==> config.mk <==
export PLATFORM = sky130hd
export DESIGN_NAME = rgb_serializer
export DESIGN_NICKNAME = d
export VERILOG_FILES = /design/src/rtl/rgb_serializer.sv
export SDC_FILE = /design/constraint.sdc
export NUM_CORES = 1
export LEC_CHECK = 0
export ABC_AREA = 1
export CAP_MARGIN = 20
export CORE_ASPECT_RATIO = 2
export CORE_MARGIN = 4
export CORE_UTILIZATION = 40
export DETAILED_ROUTE_END_ITERATION = 6
export GPL_TIMING_DRIVEN = 0
export REMOVE_ABC_BUFFERS = 1
export SYNTH_ARGS = -nofsm -noshare
export SYNTH_HDL_FRONTEND = slang
export SYNTH_SLANG_ARGS = --single-unit
==> constraint.sdc <==
create_clock -name clk -period 2.2 [get_ports clk]
set_clock_uncertainty 0.05 [all_clocks]
set_input_delay 0.44 -clock clk [delete_from_list [all_inputs] [get_ports clk]]
set_output_delay 0.44 -clock clk [all_outputs]
set_load 0.01 [all_outputs]
==> src/rtl/rgb_serializer.sv <==
// Pixel FIFO that serialises buffered {r,g,b} entries into a byte stream with sop/eop framing.
// Define RGB_SERIALIZER_ALPHA_EN to append a constant 8'hFF alpha byte to every pixel.
module rgb_serializer #(
  parameter int unsigned DEPTH = 4,
  parameter bit          BGR   = 1'b0
) (
  input  logic                    clk,
  input  logic                    rst,
  input  logic [7:0]              r,
  input  logic [7:0]              g,
  input  logic [7:0]              b,
  input  logic                    vld,
  output logic                    rdy,
  output logic [7:0]              dat,
  output logic                    dat_vld,
  input  logic                    dat_rdy,
  output logic                    dat_sop,
  output logic                    dat_eop,
  output logic [$clog2(DEPTH):0]  cnt
);

  localparam int unsigned AW = $clog2(DEPTH);
  localparam int unsigned CW = AW + 1;
  localparam logic [CW-1:0] Full = CW'(DEPTH);

`ifdef RGB_SERIALIZER_ALPHA_EN
  typedef enum logic [1:0] {Ph0, Ph1, Ph2, Ph3} phase_e;
  localparam phase_e PhLast = Ph3;
`else
  typedef enum logic [1:0] {Ph0, Ph1, Ph2} phase_e;
  localparam phase_e PhLast = Ph2;
`endif

  logic [23:0]   mem [DEPTH];
  logic [AW-1:0] wr_ptr_q, wr_ptr_d;
  logic [AW-1:0] rd_ptr_q, rd_ptr_d;
  logic [CW-1:0] cnt_q, cnt_d;
  phase_e        phase_q, phase_d;
  logic          push, pop, xfer;
  logic [23:0]   head;

  // No pass-through when full: rdy depends only on the registered count.
  assign rdy     = (cnt_q != Full) && !rst;
  assign dat_vld = (cnt_q != '0);
  assign xfer    = dat_vld && dat_rdy;
  assign push    = vld && rdy;
  assign pop     = xfer && (phase_q == PhLast);
  assign head    = mem[rd_ptr_q];
  assign cnt     = cnt_q;

  always_comb begin
    wr_ptr_d = push ? wr_ptr_q + AW'(1) : wr_ptr_q;
    rd_ptr_d = pop  ? rd_ptr_q + AW'(1) : rd_ptr_q;
    unique case ({push, pop})
      2'b10:   cnt_d = cnt_q + CW'(1);
      2'b01:   cnt_d = cnt_q - CW'(1);
      default: cnt_d = cnt_q;
    endcase
  end

  always_ff @(posedge clk or posedge rst) begin
    if (rst) begin
      wr_ptr_q <= '0;
      rd_ptr_q <= '0;
      cnt_q    <= '0;
    end else begin
      wr_ptr_q <= wr_ptr_d;
      rd_ptr_q <= rd_ptr_d;
      cnt_q    <= cnt_d;
    end
  end

  always_ff @(posedge clk) begin
    if (push) begin
      mem[wr_ptr_q] <= {r, g, b};
    end
  end

  // Byte-phase FSM: state register.
  always_ff @(posedge clk or posedge rst) begin
    if (rst) begin
      phase_q <= Ph0;
    end else begin
      phase_q <= phase_d;
    end
  end

  // Byte-phase FSM: next state, advancing only on a byte transfer.
  always_comb begin
    phase_d = phase_q;
    if (xfer) begin
      case (phase_q)
        Ph0:     phase_d = Ph1;
        Ph1:     phase_d = Ph2;
`ifdef RGB_SERIALIZER_ALPHA_EN
        Ph2:     phase_d = Ph3;
        Ph3:     phase_d = Ph0;
`else
        Ph2:     phase_d = Ph0;
`endif
        default: phase_d = Ph0;
      endcase
    end
  end

  // Byte-phase FSM: outputs.
  always_comb begin
    dat     = 8'h00;
    dat_sop = 1'b0;
    dat_eop = 1'b0;
    if (dat_vld) begin
      dat_sop = (phase_q == Ph0);
      dat_eop = (phase_q == PhLast);
      case (phase_q)
        Ph0:     dat = BGR ? head[7:0] : head[23:16];
        Ph1:     dat = head[15:8];
        Ph2:     dat = BGR ? head[23:16] : head[7:0];
`ifdef RGB_SERIALIZER_ALPHA_EN
        Ph3:     dat = 8'hFF;
`endif
        default: dat = 8'h00;
      endcase
    end
  end

endmodule

==> results.json <==
{
  "outcome": "finished with violations",
  "violations": "negative setup slack",
  "avgSynthCellArea_um2": 9.79,
  "final_cell_area_mm2": 0.00627,
  "wl_mm": 11.3,
  "synth.most_common_cell": "nand2_1",
  "min_period_ns": 2.24,
  "critPathLaunchType": "register",
  "max-vdd-ir-drop_v": 0.000771,
  "grt_antenna_before_repair": 0,
  "dieArea_mm2": 0.0138,
  "period_share_pct": 102,
  "dr_total_vias": 3395,
  "ys_seq_area_share_pct": 65.4,
  "synth_cell_types": 18,
  "synth_area_leaders": "edfxtp_1 (61%), nand2_1 (12%), inv_1 (9.4%)",
  "mappedNetlistArea_mm2": 0.00476,
  "p_leak_uw": 0.00287,
  "hold_path_class": "in2async",
  "clkLatencyLatePin_ns": 0.34,
  "max_freq_mhz": 447,
  "worst_slew_pin_slew_ns": 0.874,
  "arrival_ns": 1.75,
  "antenna_cells": 0,
  "cts-root-buf": "clkbuf_16",
  "synth_top_area_share_pct": 60.6,
  "hold_viol_final": 0,
  "drv_slew": 0,
  "relSlewSlack_pct": 41.6,
  "rsz0062_at_grt": "true",
  "drtIter0Drc": 250,
  "top_layer": "met4",
  "place.gp.congestion": 0.711,
  "cts_htree_levels": 3,
  "die_w_um": 85.1,
  "cellPowerDensity_mw_per_mm2": 1310,
  "clock_tree.buffer_depth": 2,
  "setup_viol": 7,
  "io_pins": 43,
  "grt_pass1_vias": 3604,
  "cts.clk_slew.worst_paths_ns": 0.07,
  "async_reset_ff_share_pct": 8.57,
  "cts_tree": "done",
  "routedWlPerCell_um": 16.2,
  "post-place-ws_ns": -1.17,
  "dr.pass1.iters": 4,
  "critical_path.max_fanout": 7,
  "initial_utilization_pct": 40.6,
  "max-cap-violations": 0,
  "grt.total_usage_pct": 17.0,
  "cts_buffers": 9,
  "final_util_pct": 53.6,
  "layout-drive-gt1-share_pct": 21.3,
  "dp_hpwl_mm": 6.07,
  "dpl_cell_area_mm2": 0.00528,
  "ys_ff_latch": 105,
  "grt_max_degree": 26,
  "synth_top_cell_by_area": "edfxtp_1",
  "gr-total-overflow": 0,
  "met3RoutedLength_um": 584,
  "final.setup.worst_slack_ns": -0.0389,
  "wl_met2_mm": 6.35,
  "end_kind": "output pin",
  "ys.flop_type": "edfxtp_1",
  "grt_pass1_wl_mm": 17.8,
  "port_buffers": 42,
  "synth_common_cells": "nand2_1 (158), inv_1 (119), edfxtp_1 (96)",
  "num-nets-final": 579,
  "core_mm2": 0.0117,
  "yosysWarningCount": 0,
  "cts_num_sinks": 105,
  "row_count": 56,
  "critical_path_class": "reg2out",
  "synthCells": 486,
  "vias_per_cell": 4.88,
  "area_growth_pct": 31.9,
  "ant_nets": 0,
  "m1WireLength_mm": 3.98,
  "synth_edf_count": 96,
  "drc": 0,
  "cp.required_ns": 1.71,
  "die_y_um": 162
}
==> final cells by class <==
type	instances	area, um^2
tap	145	181
clock inverter	6	130
clock buffer	10	229
sequential	105	3120
inverter	121	497
fill	942	5430
timing repair inverter	2	41.3
timing repair buffer	63	709
multi-input combinational	243	1370
==> cells by family (layout without fill, tap and decap cells) <==
family | after synthesis | count (layout) | share of synthesized area, %
and+or+nand+nor | 225 | 225 | 19.3
AOI/OAI and AO/OA | 6 | 6 | 0.658
DFF | 105 | 105 | 65.4
xor gates and xnor gates | 5 | 5 | 0.921
buffers and inverters | 138 | 202 | 11.8
adders and majority gates | 6 | 6 | 1.74
muxes | 1 | 1 | 0.237
==> power by group <==
| group | switching (uW) | internal [uW] |
|---|---|---|
| clock network | 666 | 1220 |
| logic | 2170 | 1560 |
| registers | 151 | 2470 |
| total | 2990 | 5250 |
==> metrics by stage <==
stage	instances	setup TNS (ns)	hold WS (ns)	power, uW
floorplan	469	-40.18	0.218	4140
finish	695	-0.115	0.392	8240
CTS	693	-0.198	0.364	7970
global route	695	-0.897	0.405	8710
global placement	656	-164.46	0.430	5180
detailed placement	656	-56.01	0.436	5250
==> routing by layer <==
| metal | vias to the layer above | track usage, % |
|---|---|---|
| met5 | - | 0 |
| met4 | 0 | 8.93 |
| met3 | 23 | 3.20 |
| met2 | 102 | 30.9 |
| met1 | 1654 | 18.1 |
| li1 | 1616 | - |
==> worst max-delay path: stages, from the launching register on <==
cell and delay, ns:
dfrtp_4 0.51, buf_12 0.17, buf_12 0.15, nand2_2 0.06, nand3_1 0.07, nand2_1 0.07
nand2_1 0.05, nand3_1 0.09, nand2_1 0.07, inv_1 0.05, buf_2 0.12
==> state kept, by name (all words and copies together) (netlist names) <==
name,cells
phase_q,2
wr_ptr_q,2
cnt,3
mem,96
rd_ptr_q,2
==> worst paths after layout <==
check                       startpoint           to  slack [ns]  cells past startpoint
max                        rd_ptr_q[0]       dat[5]       -0.04                     10
min                                rst       cnt[2]        0.39                      2
max reg2reg                     cnt[2]       cnt[2]        0.11                     10
min reg2reg                     cnt[0]       cnt[0]        0.46                      1
max in group asynchronous          rst  rd_ptr_q[0]        1.39                      2
min in group clk                cnt[0]       cnt[0]        0.46                      1
==> placed cells by master (no fill, tap or decap), drive strengths merged <==
cell | netlist | final
nand2 | 158 | 158
clkbuf | 0 | 10
clkinvlp | 0 | 1
dlymetal6s2s | 0 | 3
fa | 1 | 1
inv | 121 | 120
a31oi | 1 | 1
xor2 | 4 | 4
clkinv | 0 | 4
a21oi | 2 | 2
buf | 17 | 29
xnor2 | 1 | 1
nor2 | 10 | 10
o21ai | 3 | 3
edfxtp | 96 | 96
mux2 | 1 | 1
clkdlybuf4s50 | 0 | 31
dfrtp | 9 | 9
nand3 | 57 | 57
ha | 5 | 5
bufinv | 0 | 4
==> repair_timing <==
| action | in CTS | in global routing |
|---|---|---|
| cloned | 4 | 1 |
| hold buffers | 0 | 0 |
| setup endpoints to repair | 109 | 108 |
| buffers inserted | 17 | 1 |
| gates resized for setup | 88 | 48 |
| endpoints found under the hold margin | 0 | 0 |
| pin swaps | 28 | 28 |
Note: power is estimated with default switching activity, not from simulation.
